<file path="config.mk">
export PLATFORM = sky130hd
export DESIGN_NAME = serial_paralelo
export DESIGN_NICKNAME = d
export VERILOG_FILES = /design/src/rtl/serial_pkg.sv /design/src/rtl/serial_paralelo.sv
export SDC_FILE = /design/constraint.sdc
export NUM_CORES = 1
export LEC_CHECK = 0
export ABC_CLOCK_PERIOD_IN_PS = 2400
export CORE_MARGIN = 3
export CORE_UTILIZATION = 53
export DETAILED_ROUTE_END_ITERATION = 10
export PLACE_DENSITY = 0.76
export SYNTH_ARGS = -nofsm -noshare
export SYNTH_HDL_FRONTEND = slang
export SYNTH_SLANG_ARGS = --single-unit
</file>
<file path="constraint.sdc">
create_clock -name dclk -period 2.4 [get_ports dclk]
set_input_delay 0.36 -clock dclk [delete_from_list [all_inputs] [get_ports dclk]]
set_output_delay 0.36 -clock dclk [all_outputs]
set_load 0.005 [all_outputs]
</file>
<file path="src/rtl/serial_pkg.sv">
// Shared constants for the serial-to-parallel receive front end:
// FSM state encoding and default alignment parameters.
package serial_pkg;

  // FSM state encoding
  localparam logic [1:0] SEARCH = 2'd0;
  localparam logic [1:0] ALIGN  = 2'd1;
  localparam logic [1:0] ACTIVE = 2'd2;

  // Alignment / idle symbol and number of aligned COMs needed for lock
  localparam logic [7:0] COM_DEF     = 8'hBC;
  localparam logic [3:0] BC_LOCK_DEF = 4'd4;

endpackage

</file>
<file path="src/rtl/serial_paralelo.sv">
// Serial-to-parallel front end. Shifts in a 1-bit MSB-first stream on dclk,
// hunts for the COM symbol with a sliding window, confirms byte alignment
// with BC_LOCK consecutive boundary-aligned COMs, then emits one byte every
// 8 dclk cycles.
//
// Output semantics: valid_out is a pure qualifier with no back-pressure.
// data_out and valid_out change only on byte-boundary edges and are held for
// 8 cycles; valid_out = 1 means data_out carries a payload byte, valid_out = 0
// means idle (COM) or not yet locked. The consumer samples once per byte.
module serial_paralelo
  import serial_pkg::*;
#(
  parameter logic [7:0] COM     = COM_DEF,
  parameter logic [3:0] BC_LOCK = BC_LOCK_DEF  // legal range 1..15
) (
  input  logic       dclk,
  input  logic       reset_L,
  input  logic       data_serial,
  output logic [7:0] data_out,
  output logic       valid_out,
  output logic       active
);

  logic [1:0] state_q,   state_d;
  logic [7:0] sr_q,      sr_d;
  logic [2:0] bit_cnt_q, bit_cnt_d;
  logic [3:0] bc_cnt_q,  bc_cnt_d;
  logic [7:0] data_q,    data_d;
  logic       valid_q,   valid_d;

  logic [7:0] next_byte;
  logic       is_com;
  logic       boundary;
  logic [3:0] bc_inc;

  // The byte completed by the bit arriving this cycle
  assign next_byte = {sr_q[6:0], data_serial};
  assign is_com    = (next_byte == COM);
  assign boundary  = (bit_cnt_q == 3'd7);
  assign bc_inc    = (bc_cnt_q == 4'hF) ? bc_cnt_q : bc_cnt_q + 4'd1;

  // Next-state logic: shift register, counters, alignment FSM, output byte
  always_comb begin
    sr_d      = next_byte;
    state_d   = state_q;
    bit_cnt_d = bit_cnt_q;
    bc_cnt_d  = bc_cnt_q;
    data_d    = data_q;
    valid_d   = valid_q;

    case (state_q)
      SEARCH: begin
        // Sliding window: any bit position may start a byte
        if (is_com) begin
          bit_cnt_d = 3'd0;
          bc_cnt_d  = 4'd1;
          state_d   = (BC_LOCK == 4'd1) ? ACTIVE : ALIGN;
        end
      end
      ALIGN: begin
        bit_cnt_d = bit_cnt_q + 3'd1;
        if (boundary) begin
          if (is_com) begin
            bc_cnt_d = bc_inc;
            if (bc_inc == BC_LOCK) state_d = ACTIVE;
          end else begin
            // Alignment broken; resume the sliding search next cycle
            bc_cnt_d = 4'd0;
            state_d  = SEARCH;
          end
        end
      end
      ACTIVE: begin
        // Sticky until reset; COM bytes pass through as idle
        bit_cnt_d = bit_cnt_q + 3'd1;
        if (boundary) begin
          data_d  = next_byte;
          valid_d = !is_com;
        end
      end
      default: begin
        state_d   = SEARCH;
        bit_cnt_d = 3'd0;
        bc_cnt_d  = 4'd0;
      end
    endcase
  end

  // State registers with synchronous active-low reset
  always_ff @(posedge dclk) begin
    if (!reset_L) begin
      state_q   <= SEARCH;
      sr_q      <= 8'h00;
      bit_cnt_q <= 3'd0;
      bc_cnt_q  <= 4'd0;
      data_q    <= 8'h00;
      valid_q   <= 1'b0;
    end else begin
      state_q   <= state_d;
      sr_q      <= sr_d;
      bit_cnt_q <= bit_cnt_d;
      bc_cnt_q  <= bc_cnt_d;
      data_q    <= data_d;
      valid_q   <= valid_d;
    end
  end

  assign data_out  = data_q;
  assign valid_out = valid_q;
  assign active    = (state_q == ACTIVE);

endmodule

</file>
==> impl_metrics.yaml <==
route:
  route.detailed.wl_per_inst_um: 13.0
  antenna_left: 0
  drcViolationCount: 0
  via_count: 875
  wirelength_um: 2060
  drt_pre_antenna_iters: 4
  vias_per_cell: 5.50
  drtIter0Drc: 26
placement:
  postPlaceCellArea_sq_um: 1240
  finalWeightedCongestion: 0.827
  portBuffers: 12
  place_hpwl_um: 1510
clock_tree:
  cts-root-to-sink-buffers: 2
  post_cts_hold_buffer_count: 0
  clock_latency_ns: 0.31
  tritoncts_num_sinks: 25
  post_cts_resize_count: 0
  postCtsSetupBuffers: 0
  cts_inserted_buffers: 3
  clockRootBuffer: "clkbuf_4"
  cts_max_level: 1
  clkSlewWorstSetupHoldPaths_ns: 0.14
  clock_tree_from_tritoncts: "yes"
power_and_ir_drop:
  p_sw_share_pct: 24.6
  total_power_mw: 0.673
  irDropWorstVdd_uv: 362
  sequential_fraction_of_design_power_pct: 63.0
  cellInternalPower_mw: 0.507
  power.net_switching_mw: 0.165
  static-leakage-power_nw: 0.443
  power_per_standard_cell_area_nw_per_um2: 530
  power.share.combinational_pct: 9.1
  clkPwrFrac_pct: 28.0
floorplan:
  placement_rows: 15
  initial_core_util_pct: 59.5
  die_width_um: 51.2
  top_level_ports: 13
  fp.coreArea_sq_um: 1820
  vert_die_dim_um: 51.2
  design.die.area_sq_um: 2620
global_routing:
  grt.met1_usage_pct: 25.0
  groute.layer.met3.usage_pct: 2.62
  grt_first_pass_wirelength_um: 3600
  grt.met2_usage_pct: 27.9
  grt_start_max_net_pins: 17
  grt_util_all_layers_pct: 17.8
  grt_antenna_before_repair: 0
  first_global_vias: 827
  global_route.peak_usage_layer: "met2"
  grt_remaining_overflow: 0
synthesis:
  synthesis.area_sq_um: 1080
  postSynthRegisterBits: 25
  post_synth_inst_count: 119
  synth_mux_area_share_pct: 1.85
  yosys.area_share.simple_pct: 23.1
  post_synthesis_compound_gate_area_fraction_pct: 17.5
  syn_avg_cell_area_sq_um: 9.09
  seq_area_frac_synth_pct: 46.2
  synth-xor-area-share_pct: 0.809
  post_synth_num_cell_types: 34
  syn_nets: 128
  combinational_family_with_the_most_area_after_synthesis: "simple AND/OR/NAND/NOR gates"
  synth-adder-area-share_pct: 6.94
  synth.yosys.warnings: 0
timing:
  timing.final.crit_share_pct: 82.2
  timing.final.max_slew_violations: 0
  fin_worst_skew_ns: 0.00200
  grt_setup_unrepaired: "no"
  final_hold_viol_count: 0
  finalSetupViolations: 0
  fin_setup_tns_ns: 0
  max_slew.worst_pin.slew_ns: 0.595
  relative_max_transition_margin_pct: 60.3
  fmax_mhz: 507
  post-route-min-period_ns: 1.97
worst_setup_path:
  setup.worst_path.start_class: "input port"
  critical-path-max-stage-delay_ns: 0.62
  critical_path_data_arrival_time_ns: 2.23
  reg2reg_to: "state_q[0]"
  crit_family: "simple AND/OR/NAND/NOR gates"
  register_to_register_path_depth: 4
  cp_data_required_time_ns: 2.65
  crit_chain: "clkdlybuf4s50_1 -> or4b_1 -> or3_4 -> o211ai_1 -> mux2i_1"
  cp_num_buf_inv: 1
  worst-path-max-fanout: 5
  setup.worst_path.class: "in -> reg"
  crit-reg2reg-launch: "sr_q[5]"
  setup.reg_to_reg.worst_slack_ns: 0.57
  timing.critical_path.to_type: "flip-flop"
  critPathSlowestCell: "or4b_1"
layout:
  final_layout_size_suffix_gt1_share_pct: 8.21
  final_area_sq_um: 1270
  nets: 144
  final-seq-area_sq_um: 500
  synthToLayoutAreaGrowth_pct: 17.3
  total_area_of_multi_input_combinational_cells_sq_um: 543
  n_fill_cell: 159
  diode_count: 0
min_path:
  hold_end: "data_out[5]"
  hold_path_depth: 2
  worstHoldStart: "data_out[5]"
  min_path_type: "reg -> reg"
run:
  timing.max_cap.violations: 0
status:
  run_status: "finished clean"
## through the flow
| step | utilization (%) | hold WS [ns] | cells | worst slack [ns] |
|---|---|---|---|---|
| after floorplan | - | 0.432 | 119 | 0.611 |
| after global placement | 68.1 | 0.442 | 155 | 0.140 |
| after detailed placement | 68.1 | 0.446 | 155 | 0.0990 |
| after CTS | 69.8 | 0.464 | 159 | 0.427 |
| after global routing | 69.8 | 0.496 | 159 | 0.388 |
| final | 69.8 | 0.464 | 159 | 0.428 |
## placed cells by master (no fill, tap or decap), types with 2 or more instances in the layout
cell,instances
a21oi_1,11
a221oi_1,2
and2_1,8
buf_4,3
clkbuf_4,3
clkdlybuf4s50_1,12
dfxtp_1,25
ha_1,6
inv_1,6
mux2i_1,2
nand2_1,22
nand3_1,5
nand4_1,2
nor2_1,3
o211ai_1,3
## Yosys cell counts (all sizes together)
cell / count / area share, %
nand3b: 1 / 0.69
clkbuf: 3 / 1.0
a221oi: 2 / 1.6
xnor2: 1 / 0.81
o32ai: 1 / 0.81
nand3: 5 / 2.3
a31oi: 1 / 0.58
a21oi: 11 / 5.1
or3: 1 / 1.0
and2: 9 / 5.3
dfxtp: 25 / 46
o21ai: 2 / 1.3
inv: 6 / 2.1
nand2: 22 / 7.6
mux2i: 2 / 1.8
nand4: 2 / 1.2
nor4b: 1 / 0.81
a22o: 1 / 0.81
ha: 6 / 6.9
a211oi: 2 / 1.8
o311ai: 1 / 0.81
o2111ai: 1 / 0.81
nor4bb: 1 / 0.92
nor2b: 1 / 0.58
buf: 1 / 0.46
nor3b: 1 / 0.69
o211a: 1 / 0.92
o211ai: 3 / 2.1
or4b: 1 / 0.92
nor2: 3 / 1.0
a31o: 1 / 0.81
## registers in the layout, summed over array words and instances (netlist names)
| signal | flops |
|---|---|
| bit_cnt_q | 3 |
| bc_cnt_q | 4 |
| valid_out | 1 |
| sr_q | 7 |
| state_q | 2 |
| data_out | 8 |
## cell type report
class                      count  share of cell area [%]
clock buffer                   3                    1.77
timing repair buffer          15                    11.2
clock inverter                 1                   0.591
sequential                    25                    39.4
multi-input combinational     84                    42.8
tap                           25                    2.46
inverter                       6                    1.77
## worst max-delay path by stage
stage	from	end	slack [ns]	cells after the start
after floorplan	data_serial	bc_cnt_q[2]	0.61	5
after global placement	data_serial	state_q[0]	0.14	5
after detailed placement	data_serial	state_q[0]	0.1	5
after CTS	data_serial	state_q[0]	0.43	5
after global routing	data_serial	state_q[0]	0.39	5
final	data_serial	state_q[0]	0.43	5
## logic make-up (layout without fill, tap and decap cells)
| logic type | Yosys count | count (layout) |
|---|---|---|
| simple gates | 48 | 48 |
| compound gates | 27 | 27 |
| flops | 25 | 25 |
| buf+inv | 10 | 25 |
| fa+ha+maj | 6 | 6 |
| mux | 2 | 2 |
| xor+xnor | 1 | 1 |
## worst register-to-register path: cells and delay by family (launching register included)
kind / cells / cell delay, ns
compound gates: 1 / 0.22
flops: 1 / 0.35
mux: 1 / 0.20
simple gates: 2 / 1.01
## power by group through the flow
stage          registers [mW]  clock network (mW)  logic (mW)
2_1_floorplan           0.432                   0      0.0417
3_5_place_dp            0.433                   0      0.0597
5_1_grt                 0.424               0.204      0.0665
4_1_cts                 0.424               0.193      0.0601
3_3_place_gp            0.433                   0      0.0589
6_report                0.424               0.188      0.0610
## layer usage
metal  part of all wire (%)  routed length [um]
met1                     50                1030
met2                     44                 905
met3                    5.9                 121
met4                   0.29                   6
met5                      0                   0
Note: power is estimated with default switching activity, not from simulation.
